--- config.mk ---
export PLATFORM = sky130hd
export DESIGN_NAME = btb_assoc_flat
export DESIGN_NICKNAME = d
export VERILOG_FILES = /design/src/rtl/btb_pkg.sv /design/src/rtl/btb_assoc_if.sv /design/src/rtl/sat_counter_upd.sv /design/src/rtl/btb_assoc.sv /design/src/flat_wrapper.sv
export SDC_FILE = /design/constraint.sdc
export NUM_CORES = 2
export LEC_CHECK = 0
export CAP_MARGIN = 20
export CORE_ASPECT_RATIO = 1.4
export CORE_MARGIN = 10
export CORE_UTILIZATION = 30
export CTS_CLUSTER_SIZE = 10
export DETAILED_ROUTE_END_ITERATION = 10
export GPL_TIMING_DRIVEN = 0
export MAX_ROUTING_LAYER = met4
export PLACE_DENSITY = 0.42
export SYNTH_ARGS = -nofsm -noshare
export SYNTH_HDL_FRONTEND = slang
export SYNTH_SLANG_ARGS = --single-unit
--- constraint.sdc ---
create_clock -name clk -period 6.12 [get_ports clk]
set_input_delay 1.224 -clock clk [delete_from_list [all_inputs] [get_ports clk]]
set_output_delay 1.224 -clock clk [all_outputs]
set_load 0.01 [all_outputs]
--- src/rtl/btb_pkg.sv ---
// Shared types and address/counter helpers for the set-associative branch target buffer.
// Entry fields are sized for the widest legal configuration; narrower instances zero-fill.
package btb_pkg;

    localparam int MAX_TAG_BITS = 30;
    localparam int MAX_CTR_BITS = 8;

    typedef struct packed {
        logic                    valid;
        logic [MAX_TAG_BITS-1:0] tag;
        logic [31:0]             target;
        logic [MAX_CTR_BITS-1:0] ctr;
    } btb_entry_t;

    function automatic logic [31:0] idx_of(input logic [31:0] pc, input int idx_bits);
        return (pc >> 2) & ((32'd1 << idx_bits) - 32'd1);
    endfunction

    function automatic logic [31:0] tag_of(input logic [31:0] pc, input int idx_bits,
                                           input int tag_bits);
        return (pc >> (idx_bits + 2)) & ((32'd1 << tag_bits) - 32'd1);
    endfunction

    function automatic logic [MAX_CTR_BITS-1:0] CTR_MAX(input int ctr_bits);
        return MAX_CTR_BITS'((32'd1 << ctr_bits) - 32'd1);
    endfunction

    function automatic logic [MAX_CTR_BITS-1:0] CTR_WEAK_TAKEN(input int ctr_bits);
        return MAX_CTR_BITS'(32'd1 << (ctr_bits - 1));
    endfunction

endpackage

--- src/rtl/btb_assoc_if.sv ---
// Fetch-side prediction and commit-side training signals of the branch target buffer.
// master = fetch/commit pipeline, slave = the BTB itself.
interface btb_assoc_if;

    logic [31:0] fetch_pc;
    logic        pred_hit;
    logic        pred_taken;
    logic [31:0] pred_target;
    logic [31:0] next_pc;

    logic        upd_valid;
    logic [31:0] upd_pc;
    logic [31:0] upd_target;
    logic        upd_is_jal;
    logic        upd_is_branch;
    logic        upd_taken;
    logic        flush_all;

    modport master (
        output fetch_pc, upd_valid, upd_pc, upd_target, upd_is_jal, upd_is_branch,
               upd_taken, flush_all,
        input  pred_hit, pred_taken, pred_target, next_pc
    );

    modport slave (
        input  fetch_pc, upd_valid, upd_pc, upd_target, upd_is_jal, upd_is_branch,
               upd_taken, flush_all,
        output pred_hit, pred_taken, pred_target, next_pc
    );

endinterface

--- src/rtl/sat_counter_upd.sv ---
// Next-value function of a saturating direction counter.
// Priority: set_max, then init_weak, then inc, then dec; otherwise hold.
module sat_counter_upd
    import btb_pkg::*;
#(
    parameter int CTR_BITS = 2
) (
    input  logic [CTR_BITS-1:0] ctr,
    input  logic                inc,
    input  logic                dec,
    input  logic                set_max,
    input  logic                init_weak,
    output logic [CTR_BITS-1:0] ctr_nxt
);

    localparam logic [CTR_BITS-1:0] MAX_V  = CTR_BITS'(CTR_MAX(CTR_BITS));
    localparam logic [CTR_BITS-1:0] WEAK_V = CTR_BITS'(CTR_WEAK_TAKEN(CTR_BITS));

    always_comb begin
        ctr_nxt = ctr;
        if (set_max) begin
            ctr_nxt = MAX_V;
        end else if (init_weak) begin
            ctr_nxt = WEAK_V;
        end else if (inc) begin
            if (ctr != MAX_V) ctr_nxt = ctr + CTR_BITS'(1);
        end else if (dec) begin
            if (ctr != '0) ctr_nxt = ctr - CTR_BITS'(1);
        end
    end

endmodule

--- src/rtl/btb_assoc.sv ---
// Set-associative BTB: combinational prediction at fetch, one training write per cycle
// from commit, round-robin victim choice once a set is full.
module btb_assoc
    import btb_pkg::*;
#(
    parameter int SETS     = 16,
    parameter int WAYS     = 2,
    parameter int TAG_BITS = 14,
    parameter int CTR_BITS = 2
) (
    input logic        clk,
    input logic        rst,
    btb_assoc_if.slave bus
);

    localparam int IDX_BITS = $clog2(SETS);
    localparam int WAY_BITS = (WAYS > 1) ? $clog2(WAYS) : 1;

    btb_entry_t          mem    [SETS][WAYS];
    logic [WAY_BITS-1:0] rr_ptr [SETS];

    // Fetch lookup
    logic [IDX_BITS-1:0]     f_idx;
    logic [MAX_TAG_BITS-1:0] f_tag;
    logic                    f_hit;
    logic [WAY_BITS-1:0]     f_way;
    btb_entry_t              f_entry;

    assign f_idx = IDX_BITS'(idx_of(bus.fetch_pc, IDX_BITS));
    assign f_tag = MAX_TAG_BITS'(tag_of(bus.fetch_pc, IDX_BITS, TAG_BITS));

    // Scan from the top so the lowest matching way is the one left standing.
    always_comb begin
        f_hit = 1'b0;
        f_way = '0;
        for (int w = WAYS - 1; w >= 0; w--) begin
            if (mem[f_idx][w].valid && mem[f_idx][w].tag == f_tag) begin
                f_hit = 1'b1;
                f_way = WAY_BITS'(w);
            end
        end
    end

    assign f_entry         = mem[f_idx][f_way];
    assign bus.pred_hit    = f_hit;
    assign bus.pred_taken  = f_hit & f_entry.ctr[CTR_BITS-1];
    assign bus.pred_target = f_hit ? f_entry.target : 32'd0;
    assign bus.next_pc     = bus.pred_taken ? bus.pred_target : bus.fetch_pc + 32'd4;

    // Training lookup and victim selection
    logic [IDX_BITS-1:0]     u_idx;
    logic [MAX_TAG_BITS-1:0] u_tag;
    logic                    u_hit;
    logic [WAY_BITS-1:0]     u_way;
    logic                    inv_found;
    logic [WAY_BITS-1:0]     inv_way;
    logic                    u_jal, u_br_t, u_br_nt;
    logic                    wr_en, tgt_en, ptr_adv;
    logic [WAY_BITS-1:0]     wr_way;
    logic [CTR_BITS-1:0]     ctr_cur, ctr_nxt;

    assign u_idx = IDX_BITS'(idx_of(bus.upd_pc, IDX_BITS));
    assign u_tag = MAX_TAG_BITS'(tag_of(bus.upd_pc, IDX_BITS, TAG_BITS));

    always_comb begin
        u_hit     = 1'b0;
        u_way     = '0;
        inv_found = 1'b0;
        inv_way   = '0;
        for (int w = WAYS - 1; w >= 0; w--) begin
            if (mem[u_idx][w].valid && mem[u_idx][w].tag == u_tag) begin
                u_hit = 1'b1;
                u_way = WAY_BITS'(w);
            end
            if (!mem[u_idx][w].valid) begin
                inv_found = 1'b1;
                inv_way   = WAY_BITS'(w);
            end
        end
    end

    // A jal flag overrides a simultaneous branch flag.
    assign u_jal   = bus.upd_valid & bus.upd_is_jal;
    assign u_br_t  = bus.upd_valid & bus.upd_is_branch & ~bus.upd_is_jal & bus.upd_taken;
    assign u_br_nt = bus.upd_valid & bus.upd_is_branch & ~bus.upd_is_jal & ~bus.upd_taken;

    assign tgt_en  = u_jal | u_br_t;
    assign wr_en   = ~bus.flush_all & (u_hit ? (tgt_en | u_br_nt) : tgt_en);
    assign wr_way  = u_hit ? u_way : (inv_found ? inv_way : rr_ptr[u_idx]);
    assign ptr_adv = wr_en & ~u_hit & ~inv_found;
    assign ctr_cur = u_hit ? CTR_BITS'(mem[u_idx][u_way].ctr) : '0;

    sat_counter_upd #(
        .CTR_BITS (CTR_BITS)
    ) u_ctr (
        .ctr       (ctr_cur),
        .inc       (u_br_t),
        .dec       (u_br_nt),
        .set_max   (u_jal),
        .init_weak (~u_hit & u_br_t),
        .ctr_nxt   (ctr_nxt)
    );

    // State update; tags and targets are left out of reset on purpose.
    always_ff @(posedge clk or posedge rst) begin
        if (rst) begin
            for (int s = 0; s < SETS; s++) begin
                for (int w = 0; w < WAYS; w++) begin
                    mem[s][w].valid <= 1'b0;
                    mem[s][w].ctr   <= '0;
                end
                rr_ptr[s] <= '0;
            end
        end else if (bus.flush_all) begin
            for (int s = 0; s < SETS; s++) begin
                for (int w = 0; w < WAYS; w++) begin
                    mem[s][w].valid <= 1'b0;
                end
            end
        end else if (wr_en) begin
            mem[u_idx][wr_way].valid <= 1'b1;
            mem[u_idx][wr_way].tag   <= u_tag;
            mem[u_idx][wr_way].ctr   <= MAX_CTR_BITS'(ctr_nxt);
            if (tgt_en) mem[u_idx][wr_way].target <= bus.upd_target;
            if (ptr_adv) rr_ptr[u_idx] <= (WAYS > 1) ? rr_ptr[u_idx] + WAY_BITS'(1) : '0;
        end
    end

endmodule

--- src/flat_wrapper.sv ---
// flat-port wrapper written by rule: the top's interface ports become plain ports
module btb_assoc_flat import btb_pkg::*;
#(
    parameter int SETS     = 16,
    parameter int WAYS     = 2,
    parameter int TAG_BITS = 14,
    parameter int CTR_BITS = 2
)
  (clk, rst, bus_fetch_pc, bus_upd_valid, bus_upd_pc, bus_upd_target, bus_upd_is_jal, bus_upd_is_branch, bus_upd_taken, bus_flush_all, bus_pred_hit, bus_pred_taken, bus_pred_target, bus_next_pc);
  btb_assoc_if bus_i ();
  input logic clk;
  input logic rst;
  input wire logic [$bits(bus_i.fetch_pc)-1:0] bus_fetch_pc;
  input wire logic [$bits(bus_i.upd_valid)-1:0] bus_upd_valid;
  input wire logic [$bits(bus_i.upd_pc)-1:0] bus_upd_pc;
  input wire logic [$bits(bus_i.upd_target)-1:0] bus_upd_target;
  input wire logic [$bits(bus_i.upd_is_jal)-1:0] bus_upd_is_jal;
  input wire logic [$bits(bus_i.upd_is_branch)-1:0] bus_upd_is_branch;
  input wire logic [$bits(bus_i.upd_taken)-1:0] bus_upd_taken;
  input wire logic [$bits(bus_i.flush_all)-1:0] bus_flush_all;
  output wire logic [$bits(bus_i.pred_hit)-1:0] bus_pred_hit;
  output wire logic [$bits(bus_i.pred_taken)-1:0] bus_pred_taken;
  output wire logic [$bits(bus_i.pred_target)-1:0] bus_pred_target;
  output wire logic [$bits(bus_i.next_pc)-1:0] bus_next_pc;
  assign bus_i.fetch_pc = bus_fetch_pc;
  assign bus_i.upd_valid = bus_upd_valid;
  assign bus_i.upd_pc = bus_upd_pc;
  assign bus_i.upd_target = bus_upd_target;
  assign bus_i.upd_is_jal = bus_upd_is_jal;
  assign bus_i.upd_is_branch = bus_upd_is_branch;
  assign bus_i.upd_taken = bus_upd_taken;
  assign bus_i.flush_all = bus_flush_all;
  assign bus_pred_hit = bus_i.pred_hit;
  assign bus_pred_taken = bus_i.pred_taken;
  assign bus_pred_target = bus_i.pred_target;
  assign bus_next_pc = bus_i.next_pc;
  btb_assoc #(.SETS(SETS), .WAYS(WAYS), .TAG_BITS(TAG_BITS), .CTR_BITS(CTR_BITS)) u_core (.clk(clk), .rst(rst), .bus(bus_i));
endmodule
==> results.py <==
metrics = {
    "final_layout": {
        "mostFrequentLayoutCell": "edfxtp_1",
        "syn_to_final_growth_pct": 23.78,
        "num-nets-final": 4033,
        "final_cell_count_no_fill": 7010,
        "mostFrequentLayoutCells": "1472 x edfxtp_1, 555 x mux4_2, 193 x clkbuf_16, 136 x mux2i_1, 124 x buf_6",
        "n_fill_cell": 20760,
        "drive_above_1_share_pct": 38.44,
    },
    "drt": {
        "drt_first_pass_iters": 5,
        "vias": 37320,
        "drt_iter0_markers": 3562,
        "wl_per_cell_um": 36.12,
        "via_per_inst": 5.323,
        "antenna_left": 0,
        "wl_um": 253200,
        "drc": 0,
    },
    "sta": {
        "slew-limit-headroom_pct": 28.32,
        "rsz0062_at_grt": "true",
        "timing.hold.ws_ns": 0.4987,
        "finalCritPeriodShare_pct": 107.7,
        "worst_slack_ns": -0.4718,
        "timing.final.crit_period_ns": 6.592,
        "timing_hold_violations_final": 0,
        "slew_violations": 0,
        "tightestPinTransition_ns": 1.072,
        "finalSetupViolations": 73,
        "fmax_ghz": 0.1517,
        "skew_ns": 0.06161,
        "tns_ns": -17.74,
    },
    "floorplanning": {
        "die_h_um": 582.2,
        "dieArea_sq_um": 245400,
        "start_util_pct": 30.14,
        "die_w_um": 421.6,
        "core_area_sq_um": 224800,
        "rows": 206,
        "io_pins": 169,
    },
    "logic_synthesis": {
        "synth-edff-count": 1472,
        "seq_area_frac_synth_pct": 69.40,
        "avgSynthCellArea_sq_um": 20.39,
        "synth_area_leaders": "edfxtp_1 65%, mux4_2 18%, dfrtp_1 4.1%",
        "synth_nets": 3425,
        "yosys_most_used_dff": "edfxtp_1",
        "synth_top_area_share_pct": 65.26,
        "ys_ff_latch": 1584,
        "synth_area_sq_um": 67730,
        "synth_async_sr_flop_share_pct": 7.071,
        "synth.distinct_cells": 62,
        "synth_area_leader_cell": "edfxtp_1",
        "synth_warnings": 0,
        "syn_inst": 3321,
    },
    "power": {
        "power.density_nw_per_um2": 281.8,
        "leakagePower_uw": 0.02793,
        "peakVddDrop_mv": 0.2260,
        "finalPower_uw": 23620,
    },
    "global_route": {
        "antenna_found_initial": 17,
        "grt_pass1_wl_um": 342700,
        "overflow": 0,
        "grt_max_degree": 75,
        "grt_usage_pct": 20.72,
        "grt_pass1_vias": 39350,
    },
    "placement": {
        "place_hpwl_um": 182600,
        "dp.cells": 6645,
        "gp_congestion": 0.8624,
        "io_buffers": 143,
        "pre_cts_ws_ns": -4.101,
    },
    "min_path": {
        "hold_class": "flip-flop to flip-flop",
    },
    "run": {
        "max_cap_violations": 0,
    },
    "clock_tree": {
        "htree_levels": 4,
        "hold_buffers": 0,
        "cts-root-buf": "clkbuf_16",
        "clkSlewWorstSetupHoldPaths_ns": 0.05,
        "cts_buffer_depth": 4,
        "worstSkewPairLatency_ns": 0.88,
        "numCtsBuffers": 189,
        "cts_sinks": 1584,
        "cts_tree": "done",
    },
    "critical_path": {
        "endpoint_kind": "output port",
        "cp_data_arrival_time_ns": 5.37,
        "cp.required_ns": 4.90,
        "crit_path_top_delay_cell": "mux4_2",
        "path_max_fanout": 8,
        "worst-setup-path-type": "input port to output port",
        "path_cells": "buf_12 > buf_12 > buf_16 > buf_16 > buf_16 > mux4_2 > mux4_2 > xnor2_1 > nand4_1 > or4_4 > buf_12 > mux2i_4 > buf_6 > buf_12 > buf_6 > mux2_4 > buf_6",
        "cp-start-kind": "input port",
        "cpPeakStageDelay_ns": 0.60,
        "crit_top_cell": "buf_12",
    },
    "status": {
        "violations": "negative setup slack",
        "outcome": "finished, violations left",
    },
}
[report_power, final]
part           switching, uW  internal, uW
registers               26.0         11900
clock network           4320          5570
logic                   1070           767
total                   5410         18200
[metal layers]
metal  wire length, um  track usage, %  share of wire (%)  up-vias
met5                 0               -                  0        -
met4             10240           7.373                4.0        0
met3             14730           3.795                5.8      436
met2            133200           36.60                 53     1356
met1             95010           23.45                 38    20430
li1                  -               -                  -    15090
[metrics by stage]
step                      utilization (%)  cell area [sq um]
final                               37.30              83840
after detailed placement            33.93              76250
after global routing                37.30              83830
after global placement              32.45              72940
after floorplan                         -              67740
after CTS                           36.97              83100
[sequential cells by signal, indices dropped and copies added (netlist names)]
| register | count |
|---|---|
| u_core.mem | 1568 |
| u_core.rr_ptr | 16 |
[worst paths after layout]
| kind | end | startpoint | slack [ns] | cells past startpoint |
|---|---|---|---|---|
| worst max-delay path | bus_next_pc[13] | bus_fetch_pc[2] | -0.47 | 17 |
| worst min-delay path | u_core.mem[709] | u_core.mem[709] | 0.50 | 1 |
| worst max register to register | u_core.mem[1828] | u_core.mem[825] | 1.21 | 14 |
| worst min register to register | u_core.mem[709] | u_core.mem[709] | 0.50 | 1 |
| max in group asynchronous | u_core.rr_ptr[9] | rst | 4.56 | 3 |
| min in group asynchronous | u_core.mem[70] | rst | 0.79 | 2 |
[worst max-delay path, delay by kind of cell]
family / cells / cell delay, ns
muxes: 4 / 1.67
buffers and inverters: 10 / 1.38
and+or+nand+nor: 2 / 0.84
xor gates and xnor gates: 1 / 0.18
[final cells by class]
type | instances | area (sq um) | area share, %
inverter | 24 | 97.59 | 0.1164
timing repair buffer | 422 | 5817 | 6.938
clock buffer | 231 | 4928 | 5.878
clock inverter | 16 | 107.6 | 0.1283
sequential | 1584 | 47010 | 56.06
multi-input combinational | 1495 | 20360 | 24.29
buffer | 213 | 1724 | 2.056
antenna | 9 | 22.52 | 0.02686
tap | 3016 | 3774 | 4.501
[Yosys cell counts (all sizes together) (3+ instances only)]
library cell	count
edfxtp	1472
mux4	555
mux2i	137
mux2	134
buf	129
dfrtp	112
nor2	96
clkbuf	89
nand2	87
xnor2	62
nor2b	50
nor3	46
a22oi	40
a21oi	37
xor2	29
inv	24
o21ai	22
a21o	20
nand4	18
a2bb2oi	16
a31oi	15
a211oi	14
and3	14
o22ai	13
nand3	12
a221oi	9
and2	8
and4	8
nand2b	5
a41o	4
a41oi	4
nand3b	3
nor4	3
o211ai	3
o221ai	3
or2	3
or4	3
[cells by family (layout without fill, tap and decap cells)]
logic type	Yosys count	after routing	synth area share, %
AO/OA/AOI/OAI	216	216	2.233
buffers and inverters	242	906	1.668
XOR/XNOR	91	91	1.177
other	0	9	0
multiplexers	826	826	22.89
AND/OR/NAND/NOR	359	359	2.588
flip-flops	1584	1584	69.40
adder cells (fa/ha/maj)	3	3	0.04803
[repair_timing]
action                                 in CTS  in global routing
setup endpoints to repair                1650                697
buffers inserted                           69                 24
pin swaps                                  25                 13
gates cloned                                3                  0
gates resized for setup                   663                 76
endpoints found under the hold margin       0                  0
Note: power is estimated with default switching activity, not from simulation.
